### config.mk
export PLATFORM = sky130hd
export DESIGN_NAME = cordic_angle_sweeper
export DESIGN_NICKNAME = d
export VERILOG_FILES = /design/src/rtl/cordic_angle_sweeper.sv
export SDC_FILE = /design/constraint.sdc
export NUM_CORES = 1
export LEC_CHECK = 0
export ABC_AREA = 1
export CORE_MARGIN = 1.5
export CORE_UTILIZATION = 47
export CTS_CLUSTER_DIAMETER = 120
export CTS_CLUSTER_SIZE = 14
export DETAILED_ROUTE_END_ITERATION = 16
export PLACE_DENSITY = 0.84
export SKIP_LAST_GASP = 1
export SYNTH_ARGS = -nofsm -noshare
export SYNTH_HDL_FRONTEND = slang
export SYNTH_SLANG_ARGS = --single-unit
### constraint.sdc
create_clock -name clk -period 4.15 [get_ports clk]
set_clock_uncertainty 0.1 [all_clocks]
set_input_delay 0.83 -clock clk [delete_from_list [all_inputs] [get_ports clk]]
set_output_delay 0.83 -clock clk [all_outputs]
set_load 0.01 [all_outputs]
### src/rtl/cordic_angle_sweeper.sv
// Angle sequencer for the CORDIC sin/cos engine: steps a 0..359 degree phase, runs the
// start/done handshake per angle and captures each result together with its angle.
module cordic_angle_sweeper #(
  parameter int unsigned TIMEOUT_CYCLES = 63,
  parameter int unsigned START_ANGLE    = 0
) (
  input  logic        clk,
  input  logic        rst_n,
  input  logic        enable,
  input  logic [8:0]  step_deg,
  input  logic        clr_err,
  output logic        cordic_start,
  output logic [15:0] cordic_angle,
  input  logic        cordic_done,
  input  logic [15:0] cordic_sin,
  input  logic [15:0] cordic_cos,
  output logic [8:0]  angle_out,
  output logic [15:0] sin_out,
  output logic [15:0] cos_out,
  output logic        out_valid,
  output logic        busy,
  output logic        timeout_err
);

  localparam logic [7:0] TmoLimit   = 8'(TIMEOUT_CYCLES);
  localparam logic [8:0] StartPhase = 9'(START_ANGLE);

  typedef enum logic [2:0] {
    StIdle,
    StIssue,
    StWaitClr,
    StWaitSet,
    StSettle,
    StCapture
  } state_e;

  state_e      state_q;
  logic [8:0]  phase_q;
  logic [7:0]  tmo_cnt_q;

  logic [8:0]  step_sub;
  logic [8:0]  step_eff;
  logic [9:0]  phase_sum;
  logic [9:0]  phase_wrap;
  logic [8:0]  phase_next;
  logic        tmo_hit;

  // Next phase after a capture; both operands are below 360 so one subtraction suffices.
  always_comb begin
    step_sub   = step_deg - 9'd360;
    step_eff   = (step_deg >= 9'd360) ? step_sub : step_deg;
    phase_sum  = {1'b0, phase_q} + {1'b0, step_eff};
    phase_wrap = phase_sum - 10'd360;
    phase_next = (phase_sum >= 10'd360) ? phase_wrap[8:0] : phase_sum[8:0];
    tmo_hit    = (tmo_cnt_q == TmoLimit);
  end

  assign cordic_angle = {7'd0, phase_q};
  assign busy         = (state_q != StIdle);

  always_ff @(posedge clk) begin
    if (!rst_n) begin
      state_q      <= StIdle;
      phase_q      <= StartPhase;
      tmo_cnt_q    <= 8'd0;
      cordic_start <= 1'b0;
      angle_out    <= 9'd0;
      sin_out      <= 16'd0;
      cos_out      <= 16'd0;
      out_valid    <= 1'b0;
      timeout_err  <= 1'b0;
    end else begin
      cordic_start <= 1'b0;
      out_valid    <= 1'b0;
      if (clr_err) begin
        timeout_err <= 1'b0;
      end
      unique case (state_q)
        StIdle: begin
          if (enable) begin
            state_q      <= StIssue;
            cordic_start <= 1'b1;
          end
        end
        StIssue: begin
          tmo_cnt_q <= 8'd0;
          state_q   <= StWaitClr;
        end
        // A done flag still high from the previous run must drop before we look for completion.
        StWaitClr: begin
          if (tmo_hit) begin
            timeout_err <= 1'b1;
            state_q     <= StIdle;
          end else begin
            tmo_cnt_q <= tmo_cnt_q + 8'd1;
            if (!cordic_done) begin
              state_q <= StWaitSet;
            end
          end
        end
        StWaitSet: begin
          if (tmo_hit) begin
            timeout_err <= 1'b1;
            state_q     <= StIdle;
          end else begin
            tmo_cnt_q <= tmo_cnt_q + 8'd1;
            if (cordic_done) begin
              state_q <= StSettle;
            end
          end
        end
        StSettle: begin
          state_q <= StCapture;
        end
        StCapture: begin
          sin_out   <= cordic_sin;
          cos_out   <= cordic_cos;
          angle_out <= phase_q;
          out_valid <= 1'b1;
          phase_q   <= phase_next;
          if (enable) begin
            state_q      <= StIssue;
            cordic_start <= 1'b1;
          end else begin
            state_q <= StIdle;
          end
        end
        default: begin
          state_q <= StIdle;
        end
      endcase
    end
  end

endmodule
==> impl_metrics.env, run 1 <==
export IMPL_critPathMaxFanout=6
export IMPL_powerDensity_nw_per_um2=350.5
export IMPL_startpoint_type="primary input"
export IMPL_avgSynthCellArea_um2=7.193
export IMPL_io_pins=107
export IMPL_finalCritPeriodShare_pct=90.87
export IMPL_portBuffers=99
export IMPL_power_w=0.001602
export IMPL_ctsLongestPathBuffers=2
export IMPL_pre_cts_slack_ns=0.02446
export IMPL_drive_gt1_share_pct=9.171
export IMPL_core_um2=6832
export IMPL_clock_fmax_mhz=265.2
export IMPL_synth_edff_count=0
export IMPL_p_leak_nw=2.068
export IMPL_outcome="completed"
export IMPL_clk_insertion_delay_late_ns=0.33
export IMPL_viasPerCell=4.914
export IMPL_finalInstanceArea_um2=4571
export IMPL_placed_cell_area_um2=4393
export IMPL_grt_overflow=0
export IMPL_drc=0
export IMPL_synth_area_leaders="dfxtp_1 (38%), nor2_1 (12%), o21ai_0 (7.3%), nand2_1 (6.8%), ha_1 (5.2%)"
export IMPL_cts_buffers=9
export IMPL_clockPowerShare_pct=29.2
export IMPL_grt_pass1_wl_um=14010
export IMPL_routed_wl_um=8501
export IMPL_synth_cell_type_count=42
export IMPL_multi_input_area_um2=1815
export IMPL_ir_worst_vdd_uv=224.5
export IMPL_htree_levels=3
export IMPL_synthesis_area_um2=3352
export IMPL_endpoint_kind="register"
export IMPL_initial_core_util_pct=49.07
export IMPL_antenna_cells=0
export IMPL_area_delta_synth_final_pct=36.36
export IMPL_regArea_um2=1281
export IMPL_min_path_type="reg -> reg"
export IMPL_totalNegativeSetupSlack_ns=0
export IMPL_final_hold_violation_count=0
export IMPL_grt_total_usage_pct=23.23
export IMPL_wl_per_cell_um=12.82
export IMPL_internal_power_w=0.001080
export IMPL_synth_seq_area_share_pct=38.22
export IMPL_timing_final_ws_setup_ns=0.3789
export IMPL_rsz0062_at_grt="no"
export IMPL_die_w_um=87.45
export IMPL_hold_buffers=0
export IMPL_critPathKind="in -> reg"
export IMPL_postRouteAntennaNets=0
export IMPL_p_seq_share_pct=42.9
export IMPL_die_area_um2=7648
export IMPL_ys_warn_count=0
export IMPL_grt_max_degree=54
export IMPL_async_reset_ff_share_pct=0
export IMPL_cp_arrival_ns=3.93
export IMPL_hpwlAfterDp_um=6145
export IMPL_place_gp_congestion=0.9400
export IMPL_yosysTopAreaCell="dfxtp_1"
export IMPL_yosys_area_top_type_share_pct=38.22
export IMPL_comb_power_share_pct=27.9
export IMPL_nNetsFinal=624
export IMPL_ys_flop_type="dfxtp_1"
export IMPL_vias=3258
export IMPL_cts_sinks=64
export IMPL_num_fill_cells=577
export IMPL_whs_ns=0.3682
export IMPL_post_cts_setup_buffer_count=0
export IMPL_die_h_um=87.45
export IMPL_drt_initial_drc_count=194
export IMPL_grt_pass1_vias=3129
export IMPL_cts_tree="done"
export IMPL_p_sw_w=0.0005224
export IMPL_ys_seq_elements=64
export IMPL_syn_inst=466
export IMPL_path_clk_slew_ns=0.07
export IMPL_setup_viol=0
export IMPL_slew_violations=0
export IMPL_drt_pass1_iterations=4
export IMPL_worst_ep_required_time_ns=4.30
export IMPL_cts_root_buf="clkbuf_8"
export IMPL_maxCapViolCount=0
export IMPL_antenna_found_initial=0
export IMPL_rows=30
export IMPL_period_needed_ns=3.771
export IMPL_switching_share_pct=32.61
registers in the layout, indices dropped and copies added (netlist names):
register	cells
angle_out	9
out_valid	1
state_q	3
cos_out	16
tmo_cnt_q	8
cordic_start	1
timeout_err	1
phase_q	9
sin_out	16
final timing paths:
kind	endpoint	slack, ns	cells past startpoint	start
worst max register to register	phase_q[7]$_SDFFE_PN0P_	1.63	17	phase_q[0]$_SDFFE_PN0P_
worst min register to register	timeout_err$_SDFF_PN0_	0.37	2	timeout_err$_SDFF_PN0_
worst max-delay path	phase_q[6]$_SDFFE_PN0P_	0.38	23	step_deg[4]
worst min-delay path	timeout_err$_SDFF_PN0_	0.37	2	timeout_err$_SDFF_PN0_
final cells by class:
class / count / share of cell area (%)
Sequential cell: 64 / 28.03
Inverter: 45 / 3.696
Clock buffer: 10 / 3.011
Multi-Input combinational cell: 341 / 39.72
Clock inverter: 5 / 0.7391
Tap cell: 96 / 2.628
Timing Repair Buffer: 102 / 22.17
cells in the final DEF, fill, tap and decap left out, drive strengths merged, types with 6 or more instances in the layout:
cell type      count
dfxtp             64
clkdlybuf4s50     99
clkbuf            10
a21oi             21
inv               43
nor2             110
nand3             28
nor3               9
o21ai             50
xor2               6
ha                14
conb               7
nand2             76
layer usage:
layer	global-route usage (%)	wire (um)	vias up
li1	-	-	1675
met1	27.99	3637	1467
met2	38.32	3945	104
met3	8.341	773	12
met4	7.792	145	0
met5	0	0	-
power groups by stage:
| stage | combinational [W] | sequential, W | clock, W |
|---|---|---|---|
| 6_report | 0.000448 | 0.000687 | 0.000468 |
| 2_1_floorplan | 0.000285 | 0.000703 | 0 |
| 5_1_grt | 0.000505 | 0.000690 | 0.000503 |
| 3_3_place_gp | 0.000433 | 0.000698 | 0 |
| 4_1_cts | 0.000446 | 0.000686 | 0.000475 |
| 3_5_place_dp | 0.000442 | 0.000699 | 0 |
repair_timing:
item,in CTS,in global routing
endpoints found under the setup margin,0,5
hold endpoints to repair,0,0
resized for setup,0,2
logic make-up (layout without fill, tap and decap cells):
group           count (synthesis)  in the layout  share of synthesized area [%]
compound gates                 82             82                          13.66
xor+xnor                        6              6                          1.568
fa+ha+maj                      15             15                          5.823
buf+inv                        67            162                          8.473
flops                          64             64                          38.22
other cells                     1              7                         0.1119
simple gates                  231            231                          32.14
worst max-delay path, cell delays in order:
cell and delay, ns:
clkdlybuf4s50_1 0.51, inv_1 0.07, ha_1 0.19, nor2_1 0.16, a211o_1 0.17, nand2_2 0.10, nor2_1 0.12, xor2_1 0.15
inv_1 0.06, ha_1 0.35, nand2_1 0.10, nand2_1 0.08, a21oi_2 0.18, nand2_1 0.09, nand2_1 0.08, nand2_2 0.07
nor2_4 0.10, nand3_4 0.11, nand2_4 0.10, nand2_1 0.05, nand2_1 0.05, nand2_1 0.05, a21oi_1 0.14
synthesized netlist by cell type (4+ instances only):
library cell  number
nand2_1           61
ha_1              14
o21ai_0           49
buf_4              8
nand2_2           11
a21oi_1           19
dfxtp_1           64
nand2_4            4
inv_1             42
clkbuf_1          11
xor2_1             6
nor2_1           105
nor3_1             9
nor2_4             4
nand3_1           23
nand3_2            4
through the flow:
step                      instances  util, %
after floorplan                 472        -
after global placement          648    64.30
after detailed placement        648    64.30
after CTS                       663    66.81
after global routing            663    66.90
final                           663    66.90
Power figures use the tool's default switching activity.
==> inputs of run 2 (changes only) <==
--- a/config.mk
+++ b/config.mk
@@ -12,6 +12,7 @@
 export CTS_CLUSTER_SIZE = 14
 export DETAILED_ROUTE_END_ITERATION = 16
 export PLACE_DENSITY = 0.84
+export SETUP_SLACK_MARGIN = 0.2
 export SKIP_LAST_GASP = 1
 export SYNTH_ARGS = -nofsm -noshare
 export SYNTH_HDL_FRONTEND = slang
==> run 2 against run 1 <==
Die area did not move. Sequential share of layout area is 0.30 points lower. First-iteration DRC count is 25% higher. Critical endpoint unchanged.
==> impl_metrics.env, run 2 (synthesis results as in run 1) <==
export IMPL_utilization_pct=67.62
export IMPL_holdPathEnd="timeout_err$_SDFF_PN0_"
export IMPL_drive_gt1_share_pct=10.56
export IMPL_worst_ep_required_time_ns=4.31
export IMPL_place_gp_congestion=0.9400
export IMPL_largestRegisters="cos_out x16, sin_out x16"
export IMPL_grt_total_usage_pct=23.23
export IMPL_clock_fmax_mhz=273.2
export IMPL_hpwlAfterDp_um=6145
export IMPL_startpoint_type="primary input"
export IMPL_io_pins=107
export IMPL_cts_tree="done"
export IMPL_core_um2=6832
export IMPL_critPathMaxFanout=6
export IMPL_final_cells=664
export IMPL_setup_viol=0
export IMPL_path_clk_slew_ns=0.07
export IMPL_final_common_cell="nor2_1"
export IMPL_finalCritPeriodShare_pct=88.19
export IMPL_reg2reg_to="phase_q[7]$_SDFFE_PN0P_"
export IMPL_cts_root_buf="clkbuf_8"
export IMPL_vias=3283
export IMPL_ir_worst_vdd_uv=224.6
export IMPL_clk_insertion_delay_late_ns=0.34
export IMPL_wl_per_cell_um=12.85
export IMPL_ctsLongestPathBuffers=2
export IMPL_portBuffers=99
export IMPL_max_stage_delay_ns=0.51
export IMPL_whs_path_depth=2
export IMPL_grt_overflow=0
export IMPL_die_area_um2=7648
export IMPL_dpl_cell_count=648
export IMPL_grt_max_degree=54
export IMPL_p_leak_nw=2.074
export IMPL_path_common_cell="nand2_1"
export IMPL_rows=30
export IMPL_cts_sinks=64
export IMPL_die_w_um=87.45
export IMPL_cts_buffers=9
export IMPL_crit_start="step_deg[4]"
export IMPL_period_needed_ns=3.660
export IMPL_totalNegativeSetupSlack_ns=0
export IMPL_nNetsFinal=625
export IMPL_slew_violations=0
export IMPL_powerDensity_nw_per_um2=348.6
export IMPL_cp_arrival_ns=3.82
export IMPL_reg2reg_slack_ns=1.65
export IMPL_cp_cell_sequence="clkdlybuf4s50_1 > inv_1 > ha_1 > nor2_2 > a211o_1 > nand2_4 > nor2_2 > xor2_1 > ha_1 > nand2_1 > inv_1 > a21oi_2 > nand2_1 > nand2_1 > nand2_2 > nor2_4 > nand3_4 > nand2_4 > nand2_1 > nand2_1 > nand2_1 > a21oi_1"
export IMPL_crit_buf_inv=3
export IMPL_hold_buffers=0
export IMPL_maxCapViolCount=0
export IMPL_antenna_cells=0
export IMPL_routed_wl_um=8532
export IMPL_antenna_found_initial=0
export IMPL_drt_initial_drc_count=242
export IMPL_die_h_um=87.45
export IMPL_area_delta_synth_final_pct=37.81
export IMPL_endpoint_kind="register"
export IMPL_worstHoldStart="timeout_err$_SDFF_PN0_"
export IMPL_drt_pass1_iterations=4
export IMPL_cpLargestDelayFamily="simple AND/OR/NAND/NOR gates"
export IMPL_drc=0
export IMPL_grt_pass1_wl_um=14010
export IMPL_critPathKind="in -> reg"
export IMPL_final_hold_violation_count=0
export IMPL_grt_pass1_vias=3129
export IMPL_rsz0062_at_grt="no"
export IMPL_initial_core_util_pct=49.07
export IMPL_htree_levels=3
export IMPL_viasPerCell=4.944
export IMPL_r2r_start="phase_q[0]$_SDFFE_PN0P_"
export IMPL_outcome="completed"
export IMPL_cpMaxStageDelayCell="clkdlybuf4s50_1"
export IMPL_min_path_type="reg -> reg"
export IMPL_ff2ff_path_depth=17
export IMPL_final_cell_mix="nor2_1 (102), clkdlybuf4s50_1 (99), dfxtp_1 (64), nand2_1 (60), o21ai_0 (49)"
export IMPL_postRouteAntennaNets=0
==> run 2: cell types whose count changed in the layout (fill, tap and decap cells not counted), moves of 2 or more <==
| cell | delta |
|---|---|
| nor2_1 | -3 |
| ha_1 | -2 |
| nor2_2 | +3 |
| ha_4 | +2 |
==> run 2: timing repair <==
item | in CTS | in global routing
setup buffers | 0 | 1
setup endpoints to repair | 0 | 6
gates resized for setup | 0 | 11
==> run 2: metal layers <==
metal	GRT usage, %	vias up	share of wire (%)
li1	-	1674	-
met1	27.99	1479	42
met2	38.32	117	46
met3	8.341	13	9.4
met4	7.792	0	2.0
met5	0	-	0
==> run 2: how the worst max path moves through the flow <==
stage,end,slack [ns],depth (start not counted)
detailed placement,phase_q[6]$_SDFFE_PN0P_,0.02,23
finish,phase_q[6]$_SDFFE_PN0P_,0.49,22
CTS,phase_q[6]$_SDFFE_PN0P_,0.35,23
floorplan,phase_q[8]$_SDFFE_PN0P_,0.82,21
global route,phase_q[6]$_SDFFE_PN0P_,0.19,22
global placement,phase_q[5]$_SDFFE_PN0P_,0.19,22
==> run 2: tightest hold or removal path: cells and delay by family (launching register included) <==
| family | cells | cell delay [ns] |
|---|---|---|
| flip-flops | 1 | 0.31 |
| AO/OA/AOI/OAI | 1 | 0.05 |
| AND/OR/NAND/NOR | 1 | 0.06 |
==> run 2: cell type report <==
class	count	area [um2]
clock buffer	10	137.6
clock inverter	5	33.78
fill	565	2212
inverter	45	168.9
multi-input combinational	341	1857
sequential	64	1281
tap	96	120.1
timing repair buffer	103	1021
==> run 2: power breakdown <==
part           leakage (nW)  switching, W  internal (W)
logic                  1.47      0.000256      0.000199
registers             0.517     0.0000299      0.000657
clock network        0.0841      0.000240      0.000228
==> run 2: per-stage QoR <==
step           hold slack (ns)  instance area (um2)  setup slack, ns  power (W)
2_1_floorplan           0.3861                 3374           0.8236  0.0009883
3_3_place_gp            0.3520                 4393           0.1940   0.001131
3_5_place_dp            0.3589                 4393          0.02446   0.001142
4_1_cts                 0.3688                 4564           0.3526   0.001606
5_1_grt                 0.4091                 4619           0.1900   0.001706
6_report                0.3679                 4619           0.4900   0.001610
